===== src/rtl/memory_writeback_cycle.sv =====
// Memory and write-back stages: EX/MEM register, data-memory req/ack access with a
// timeout, MEM/WB register, forwarding selects for execute and the pipeline stall.
module memory_writeback_cycle #(
  parameter int unsigned TIMEOUT = 255
) (
  input  logic        clk,
  input  logic        rst,
  input  logic [15:0] aluout,
  input  logic [15:0] bout,
  input  logic [3:0]  rdout,
  input  logic        regwriteout,
  input  logic [3:0]  opout,
  input  logic        memread,
  input  logic        memwrite,
  input  logic        memtoreg,
  input  logic [3:0]  rs_a,
  input  logic [3:0]  rs_b,
  output logic        mem_req,
  output logic        mem_we,
  output logic [15:0] mem_addr,
  output logic [15:0] mem_wdata,
  input  logic [15:0] mem_rdata,
  input  logic        mem_ack,
  output logic [1:0]  forward_a,
  output logic [1:0]  forward_b,
  output logic [15:0] new_mem_aluout,
  output logic [15:0] new_write_aluout,
  output logic [3:0]  wb_rd,
  output logic        wb_regwrite,
  output logic [3:0]  wb_op,
  output logic        stall,
  output logic        mem_err
);

  localparam logic [1:0] IDLE = 2'd0;
  localparam logic [1:0] BUSY = 2'd1;
  localparam logic [1:0] DONE = 2'd2;

  // Counter runs 0..TIMEOUT-1 while in BUSY; the last value forces completion.
  localparam int unsigned CntW = (TIMEOUT > 1) ? $clog2(TIMEOUT) : 1;
  localparam logic [CntW-1:0] CntMax = CntW'(TIMEOUT - 1);

  // EX/MEM register
  logic [15:0] m_alu_q, m_b_q;
  logic [3:0]  m_rd_q, m_op_q;
  logic        m_regwrite_q, m_rd_en_q, m_wr_en_q, m_memtoreg_q;

  // MEM/WB register
  logic [15:0] wb_data_q;
  logic [3:0]  wb_rd_q, wb_op_q;
  logic        wb_regwrite_q;

  // Memory access FSM
  logic [1:0]      state_q, state_d;
  logic [CntW-1:0] cnt_q, cnt_d;
  logic [15:0]     load_data_q, load_data_d;
  logic            mem_err_q, mem_err_d;

  logic mem_busy, load_use;

  // Hazard detection: memory op not yet finished, or a load feeding the next instruction.
  always_comb begin
    mem_busy = ((state_q == IDLE) && (m_rd_en_q || m_wr_en_q)) || (state_q == BUSY);
    load_use = m_regwrite_q && m_rd_en_q && (m_rd_q != 4'd0) &&
               ((m_rd_q == rs_a) || (m_rd_q == rs_b));
    stall    = mem_busy || load_use;
  end

  // EX/MEM: hold during a memory access, insert a bubble on load-use, else capture.
  always_ff @(posedge clk or negedge rst) begin
    if (!rst) begin
      m_alu_q      <= '0;
      m_b_q        <= '0;
      m_rd_q       <= '0;
      m_op_q       <= '0;
      m_regwrite_q <= 1'b0;
      m_rd_en_q    <= 1'b0;
      m_wr_en_q    <= 1'b0;
      m_memtoreg_q <= 1'b0;
    end else if (!mem_busy) begin
      if (load_use) begin
        // Data fields are left as-is; cleared controls make the slot inert.
        m_regwrite_q <= 1'b0;
        m_rd_en_q    <= 1'b0;
        m_wr_en_q    <= 1'b0;
      end else begin
        m_alu_q      <= aluout;
        m_b_q        <= bout;
        m_rd_q       <= rdout;
        m_op_q       <= opout;
        m_regwrite_q <= regwriteout;
        m_rd_en_q    <= memread;
        m_wr_en_q    <= memwrite;
        m_memtoreg_q <= memtoreg;
      end
    end
  end

  // FSM next state: ack wins over timeout when both land in the same BUSY cycle.
  always_comb begin
    state_d     = state_q;
    cnt_d       = cnt_q;
    load_data_d = load_data_q;
    mem_err_d   = mem_err_q;
    case (state_q)
      IDLE: begin
        if (m_rd_en_q || m_wr_en_q) begin
          state_d = BUSY;
          cnt_d   = '0;
        end
      end
      BUSY: begin
        if (mem_ack) begin
          load_data_d = mem_rdata;
          state_d     = DONE;
        end else if (cnt_q == CntMax) begin
          load_data_d = '0;
          mem_err_d   = 1'b1;
          state_d     = DONE;
        end else begin
          cnt_d = cnt_q + CntW'(1);
        end
      end
      DONE:    state_d = IDLE;
      default: state_d = IDLE;
    endcase
  end

  // FSM state, timeout counter, captured load data and sticky error flag.
  always_ff @(posedge clk or negedge rst) begin
    if (!rst) begin
      state_q     <= IDLE;
      cnt_q       <= '0;
      load_data_q <= '0;
      mem_err_q   <= 1'b0;
    end else begin
      state_q     <= state_d;
      cnt_q       <= cnt_d;
      load_data_q <= load_data_d;
      mem_err_q   <= mem_err_d;
    end
  end

  // MEM/WB: bubble while the memory stage is busy, otherwise retire the EX/MEM slot.
  always_ff @(posedge clk or negedge rst) begin
    if (!rst) begin
      wb_data_q     <= '0;
      wb_rd_q       <= '0;
      wb_op_q       <= '0;
      wb_regwrite_q <= 1'b0;
    end else if (mem_busy) begin
      wb_regwrite_q <= 1'b0;
    end else begin
      wb_data_q     <= m_memtoreg_q ? load_data_q : m_alu_q;
      wb_rd_q       <= m_rd_q;
      wb_op_q       <= m_op_q;
      wb_regwrite_q <= m_regwrite_q;
    end
  end

  // Forwarding selects: memory stage first (never a pending load), then write-back.
  always_comb begin
    forward_a = 2'd0;
    if (m_regwrite_q && !m_rd_en_q && (rs_a != 4'd0) && (m_rd_q == rs_a)) begin
      forward_a = 2'd2;
    end else if (wb_regwrite_q && (rs_a != 4'd0) && (wb_rd_q == rs_a)) begin
      forward_a = 2'd1;
    end
    forward_b = 2'd0;
    if (m_regwrite_q && !m_rd_en_q && (rs_b != 4'd0) && (m_rd_q == rs_b)) begin
      forward_b = 2'd2;
    end else if (wb_regwrite_q && (rs_b != 4'd0) && (wb_rd_q == rs_b)) begin
      forward_b = 2'd1;
    end
  end

  // Memory bus driven only while the request is outstanding.
  always_comb begin
    mem_req   = (state_q == BUSY);
    mem_we    = mem_req && m_wr_en_q;
    mem_addr  = mem_req ? m_alu_q : 16'h0000;
    mem_wdata = mem_req ? m_b_q : 16'h0000;
  end

  assign new_mem_aluout   = m_alu_q;
  assign new_write_aluout = wb_data_q;
  assign wb_rd            = wb_rd_q;
  assign wb_regwrite      = wb_regwrite_q;
  assign wb_op            = wb_op_q;
  assign mem_err          = mem_err_q;

endmodule

===== config.mk =====
export PLATFORM = sky130hd
export DESIGN_NAME = memory_writeback_cycle
export DESIGN_NICKNAME = d
export VERILOG_FILES = /design/src/rtl/memory_writeback_cycle.sv
export SDC_FILE = /design/constraint.sdc
export NUM_CORES = 1
export LEC_CHECK = 0
export BUFFER_PORTS_ARGS = -buffer_cell sky130_fd_sc_hd__buf_2
export CORE_MARGIN = 2
export CORE_UTILIZATION = 45
export CTS_BUF_LIST = sky130_fd_sc_hd__clkbuf_4 sky130_fd_sc_hd__clkbuf_8
export DETAILED_ROUTE_END_ITERATION = 10
export GPL_ROUTABILITY_DRIVEN = 0
export GPL_TIMING_DRIVEN = 0
export HOLD_SLACK_MARGIN = 0.03
export PLACE_DENSITY = 0.71
export SLEW_MARGIN = 20
export SYNTH_ARGS = -nofsm -noshare
export SYNTH_HDL_FRONTEND = slang
export SYNTH_SLANG_ARGS = --single-unit

===== constraint.sdc =====
create_clock -name clk -period 2.44 [get_ports clk]
set_clock_uncertainty 0.15 [all_clocks]
set_input_delay 0.366 -clock clk [delete_from_list [all_inputs] [get_ports clk]]
set_output_delay 0.366 -clock clk [all_outputs]
set_load 0.05 [all_outputs]

### Yosys cells after proc, flatten, opt, wreduce, memory -nomap -nowiden

Index checks and enable logic that the tools add are counted.

| storage, ports and cells | value |
|---|---|
| output and inout port bits | 81 |
| input bits | 71 |
| logic and storage cells | 81 |
| bits in registers | 96 |

| cells by class | value |
|---|---|
| reductions and logical operators | 30 |
| equality and inequality tests | 10 |
| muxes and demuxes | 21 |
| $add $sub $neg | 1 |
| bitwise gates (word level) | 3 |

Operators with widths:

| kind | number |
|---|---|
| $mux 16 | 5 |
| $mux 8 | 3 |
| $eq 4x4->1 | 4 |
| $pmux 8 s2 | 1 |
| $logic_and 1x1->1 | 14 |
| $reduce_bool 4->1 | 3 |
| $mux 2 | 5 |
| $add 8x1->8 const B | 1 |
| $eq 8x8->1 const B | 1 |
| $mux 1 | 6 |
| $reduce_and 2->1 | 3 |
| $logic_or 1x1->1 | 4 |
| $ne 2x2->1 const B | 2 |
| $pmux 2 s2 | 1 |
| $reduce_and 4->1 | 1 |
| $reduce_bool 2->1 | 2 |
| $ne 3x1->1 const B | 1 |
| $not 1->1 | 3 |
| $reduce_and 3->1 | 1 |
| $eq 2x1->1 const B | 1 |
| $logic_not 2->1 | 1 |
| $ne 2x1->1 const B | 1 |
| $logic_not 1->1 | 1 |

### Depth between registers and ports, before layout

| logic depth | value |
|---|---|
| depth after elaboration | 5 |
| mapped depth | 7 |
| gate-level depth less buffers | 7 |

### Worst setup path after synthesis

OpenSTA, ideal clock, no wires.

| timing | value |
|---|---|
| kind | flip-flop to output port |
| from | reg m_rd_q[0] |
| to | out forward_a[0] |
| arrival | 2.647 ns |
| path buffers | 1 |
| data required time | 1.924 ns |
| slack | -0.723 ns |
| stages on the path, launching flop included | 6 |
| cells stage by stage | dfrtp_1 > buf_2 > xnor2_1 > nand4_1 > nor3_1 > nor3_1 |

| between the ends | value |
|---|---|
| cells in the longest elaborated chain, start to end | 3 |

Ends and longest elaborated chain:

| item | line | text |
|---|---|---|
| start, declared | 45 | `logic [3:0] m_rd_q, m_op_q;` |
| start signal, assigned | 89 | `m_rd_q <= rdout;` |
| $eq 4x4->1 | 164 | `if (m_regwrite_q && !m_rd_en_q && (rs_a != 4'd0) && (m_rd_q == rs_a)) begin` |
| $logic_and 1x1->1 | 164 |  |
| $mux 2 | 164 |  |
| end, declared | 24 | `output logic [1:0] forward_a,` |

Every way passes these cells.

### Worst setup path in the final report

| timing | value |
|---|---|
| from | reg m_rd_q[3] |
| to | out stall |

| between the ends | value |
|---|---|
| cells in the longest elaborated chain, start to end | 4 |
| elaborated cells between the ends (all ways) | 7 |
| classes of those cells | 2 x eq/ne; 5 x reduce/logical |

Ends and longest elaborated chain:

| item | line | text |
|---|---|---|
| $eq 4x4->1 / $reduce_bool 4->1 (equally long branches) | 65, 64 |  |
| $logic_or 1x1->1 / $logic_and 1x1->1 (equally long branches) | 65, 64 |  |
| $logic_and 1x1->1 * | 64 | `load_use = m_regwrite_q && m_rd_en_q && (m_rd_q != 4'd0) &&` |
| $logic_or 1x1->1 * | 66 | `stall = mem_busy \|\| load_use;` |
| end, declared | 31 | `output logic stall,` |

Mark *: on every way between the ends. The rest lies on a longest branch, timed or not.

==> results.toml <==
[synth]
syn_nets = 607
postSynthCellCount = 534
synth_common_cells = "sky130_fd_sc_hd__dfrtp_1, sky130_fd_sc_hd__nand2_1, sky130_fd_sc_hd__nand4_1"
netlist_top_cells_area = "sky130_fd_sc_hd__dfrtp_1, sky130_fd_sc_hd__o211ai_1, sky130_fd_sc_hd__a22oi_1"
synth-main-ff-cell = "sky130_fd_sc_hd__dfrtp_1"
number_of_enable_type_register_cells_in_the_synthesized_netlist = 0
share_of_the_synthesized_area_in_compound_gates_ao_oa_aoi_oai = 0.203
synth-adder-area-share = 0.00486
synth-seq-area-share = 0.466
syn_avg_cell_area_um2 = 9.64
synth.distinct_cells = 44
top_area_cell_type_share_of_the_netlist_area = 0.466
synth-simple-area-share = 0.214
yosys.area.top_type = "sky130_fd_sc_hd__dfrtp_1"
yosys_warnings = 0
ys_async_sr_fraction = 1.00
synth_most_common_cell = "sky130_fd_sc_hd__dfrtp_1"
synth.cell_area_um2 = 5150
synth-xor-area-share = 0.0238
synth_mux_area_frac = 0.0311
dominant_combinational_cell_family_by_area_after_synthesis = "simple AND/OR/NAND/NOR gates"
synth.ff_latch_count = 96

[floorplan]
die_area_um2 = 12300
chipWidth_um = 111
floorplan.core_area_um2 = 11300
initial_core_util = 0.457
num_io_pins = 152
row_count = 39
die_h_um = 111

[setup_path]
slowest_stage = "sky130_fd_sc_hd__dfrtp_2"
cp_endpoint_kind = "primary output"
cp_data_required_time_ns = 1.92
critPathArrivalTime_ns = 1.98
critical_path.max_fanout = 6
crit_start = "m_rd_q[3]"
path_class = "register to primary output"
reg2reg_from = "m_rd_q[3]"
startpoint_type = "register"
cp_slowest_stage_delay_ns = 0.51
critical_path.cell_chain = "xnor2_2 -> nand4_1 -> buf_4 -> a21boi_2 -> or2_4 -> buf_8"

[timing]
clock.fmax_mhz = 401
tns_ns = -0.0566
slew_headroom = 0.501
final_count_of_hold_timing_violations = 0
setup_ws_ns = -0.0566
post-route-min-period_ns = 2.50
worst-slew-pin-transition_ns = 0.748
rsz_0062_raised_after_global_routing = "true"
timing_max_transition_violations_final = 0
final_min_period_over_clock_period = 1.02
setup_viol = 1

[hold_path]
hold_crit_class = "input port to register"
holdCritStartpoint = "mem_rdata[8]"

[clock_network]
cts.clk_slew.worst_paths_ns = 0.10
cts_inserted_buffers = 9
tritoncts = "built"
clockBufferDepth = 2
clk_root_buffer_cell = "sky130_fd_sc_hd__clkbuf_8"
cts.htree.levels = 3
cts.sinks = 96
clkLatencyLatePin_ns = 0.38

[global_routing]
via_count_of_the_first_global_routing_pass = 5090
first_pass_grt_wire_length_mm = 25.9
grt_util_met2 = 0.409
grt_use_met3 = 0.0503
top_usage_layer = "met2"
grt_start_max_net_pins = 51
grt-ovfl-total = 0
grt_util_all_layers = 0.261
grt_use_met1 = 0.356
grt_antenna_before_repair = 2

[pwr]
netSwitchingPower_w = 0.00609
switching_share = 0.537
power.internal_w = 0.00526
power_frac_comb = 0.629
pwr_density_cell_nw_per_um2 = 1690
cellLeakagePower_nw = 3.14
irDropWorstVdd_mv = 0.894
p_clk_frac = 0.097
fin_total_pwr_w = 0.0113
seq_power_share = 0.274

[job]
max_cap_check_violation_count = 0

[drt]
detail-route-antenna-nets = 0
drt_drc_violations_left = 0
drt_wl_total_mm = 16.2
drt_iter0_markers = 592
dr_total_vias = 5106
drt_pre_antenna_iters = 5
avgViaCountPerCell = 5.94
wire_per_inst_um = 18.9

[finish]
area.growth.synth_to_final_pct = 30.0
fillerInstances = 969
final_cell_area_um2 = 6700
drive_gt1_frac = 0.336
fin_nets = 783

[place]
detailedPlacementHpwl_mm = 11.2
placement.setup.worst_slack_ns = -0.171
placedInstanceArea_um2 = 6130
port_buffers = 151

[run_status]
outcome = "finished, violations left"
failed_checks = "setup timing"
-- cell families after synthesis --
| group | count (synthesis) |
|---|---|
| xor gates and xnor gates | 14 |
| AOI/OAI and AO/OA | 140 |
| buffers and inverters | 60 |
| DFF | 96 |
| adders and majority gates | 2 |
| and+or+nand+nor | 206 |
| muxes | 16 |
-- area by class of cell --
type                    count  area, µm²  share of cell area
clock inverters             6       66.3             0.00990
inverters                   7       26.3             0.00392
clock buffers              10        138              0.0206
plain buffers              48        277              0.0413
diodes                      1       2.50            0.000374
multi-input cells         378       2580               0.385
repair buffers            170       1020               0.153
flip-flops and latches     96       2410               0.359
well taps                 143        179              0.0267
-- flip-flops by register name (all words and copies together) (netlist names), 8 cells and up --
name and count:
cnt_q 8, load_data_q 16, new_mem_aluout 16, m_b_q 16
new_write_aluout 16
-- routing by layer --
metal	up-vias	wire length, µm
met5	-	12
met4	2	392
met3	32	1010
met2	209	7500
met1	2499	7300
li1	2364	-
-- stage by stage --
step,utilization,std cells,hold slack (ns)
after global placement,0.541,828,0.288
after global routing,0.594,859,0.0368
after detailed placement,0.544,829,0.182
after CTS,0.586,855,0.0358
after floorplan,-,534,-0.0796
final,0.594,859,0.0441
-- layout by cell type (no fill, tap or decap), types with 7 or more instances in the layout --
master,synthesis,layout
sky130_fd_sc_hd__buf_2,24,136
sky130_fd_sc_hd__dfrtp_1,96,92
sky130_fd_sc_hd__nand2_1,51,51
sky130_fd_sc_hd__buf_4,0,48
sky130_fd_sc_hd__nand4_1,46,46
sky130_fd_sc_hd__nand3_1,44,44
sky130_fd_sc_hd__o211ai_1,42,42
sky130_fd_sc_hd__a22oi_1,41,41
sky130_fd_sc_hd__and2_1,38,37
sky130_fd_sc_hd__o21ai_0,19,19
sky130_fd_sc_hd__clkbuf_1,22,17
sky130_fd_sc_hd__mux2i_1,16,16
sky130_fd_sc_hd__a22o_1,16,16
sky130_fd_sc_hd__clkbuf_8,0,13
sky130_fd_sc_hd__buf_6,5,7
sky130_fd_sc_hd__xnor2_2,0,7
-- repair_timing --
item,4_1_cts,5_1_grt
endpoints found under the hold margin,46,0
hold buffers,1,0
gates cloned,0,0
endpoints found under the setup margin,39,35
pin swaps,6,8
setup buffers,14,3
gates resized for setup,60,16
-- path summary, 6_finish.rpt --
kind                            depth (start not counted)                  end  slack (ns)
worst min register to register                          1              mem_err        0.34
max in group asynchronous                               3            m_rd_q[3]        1.20
worst min-delay path                                    2       load_data_q[8]        0.04
worst max-delay path                                    6                stall       -0.06
min in group asynchronous                               2  new_write_aluout[1]        0.33
worst max register to register                          8             m_b_q[6]        0.23
-- worst max-delay path, delay by kind of cell, from the launching register on --
family	cells	cell delay, ns
compound gates	1	0.17
xor+xnor	1	0.18
buf+inv	2	0.36
flops	1	0.51
simple gates	2	0.39
-- power by group through the flow --
| stage | sequential (W) | combinational (W) | clock, W |
|---|---|---|---|
| global placement | 0.00300 | 0.00656 | 0 |
| CTS | 0.00308 | 0.00701 | 0.00112 |
| detailed placement | 0.00303 | 0.00671 | 0 |
| global route | 0.00320 | 0.00761 | 0.00120 |
| floorplan | 0.00399 | 0.00400 | 0 |
| finish | 0.00311 | 0.00714 | 0.00110 |
(Power assumes the default switching activity.)
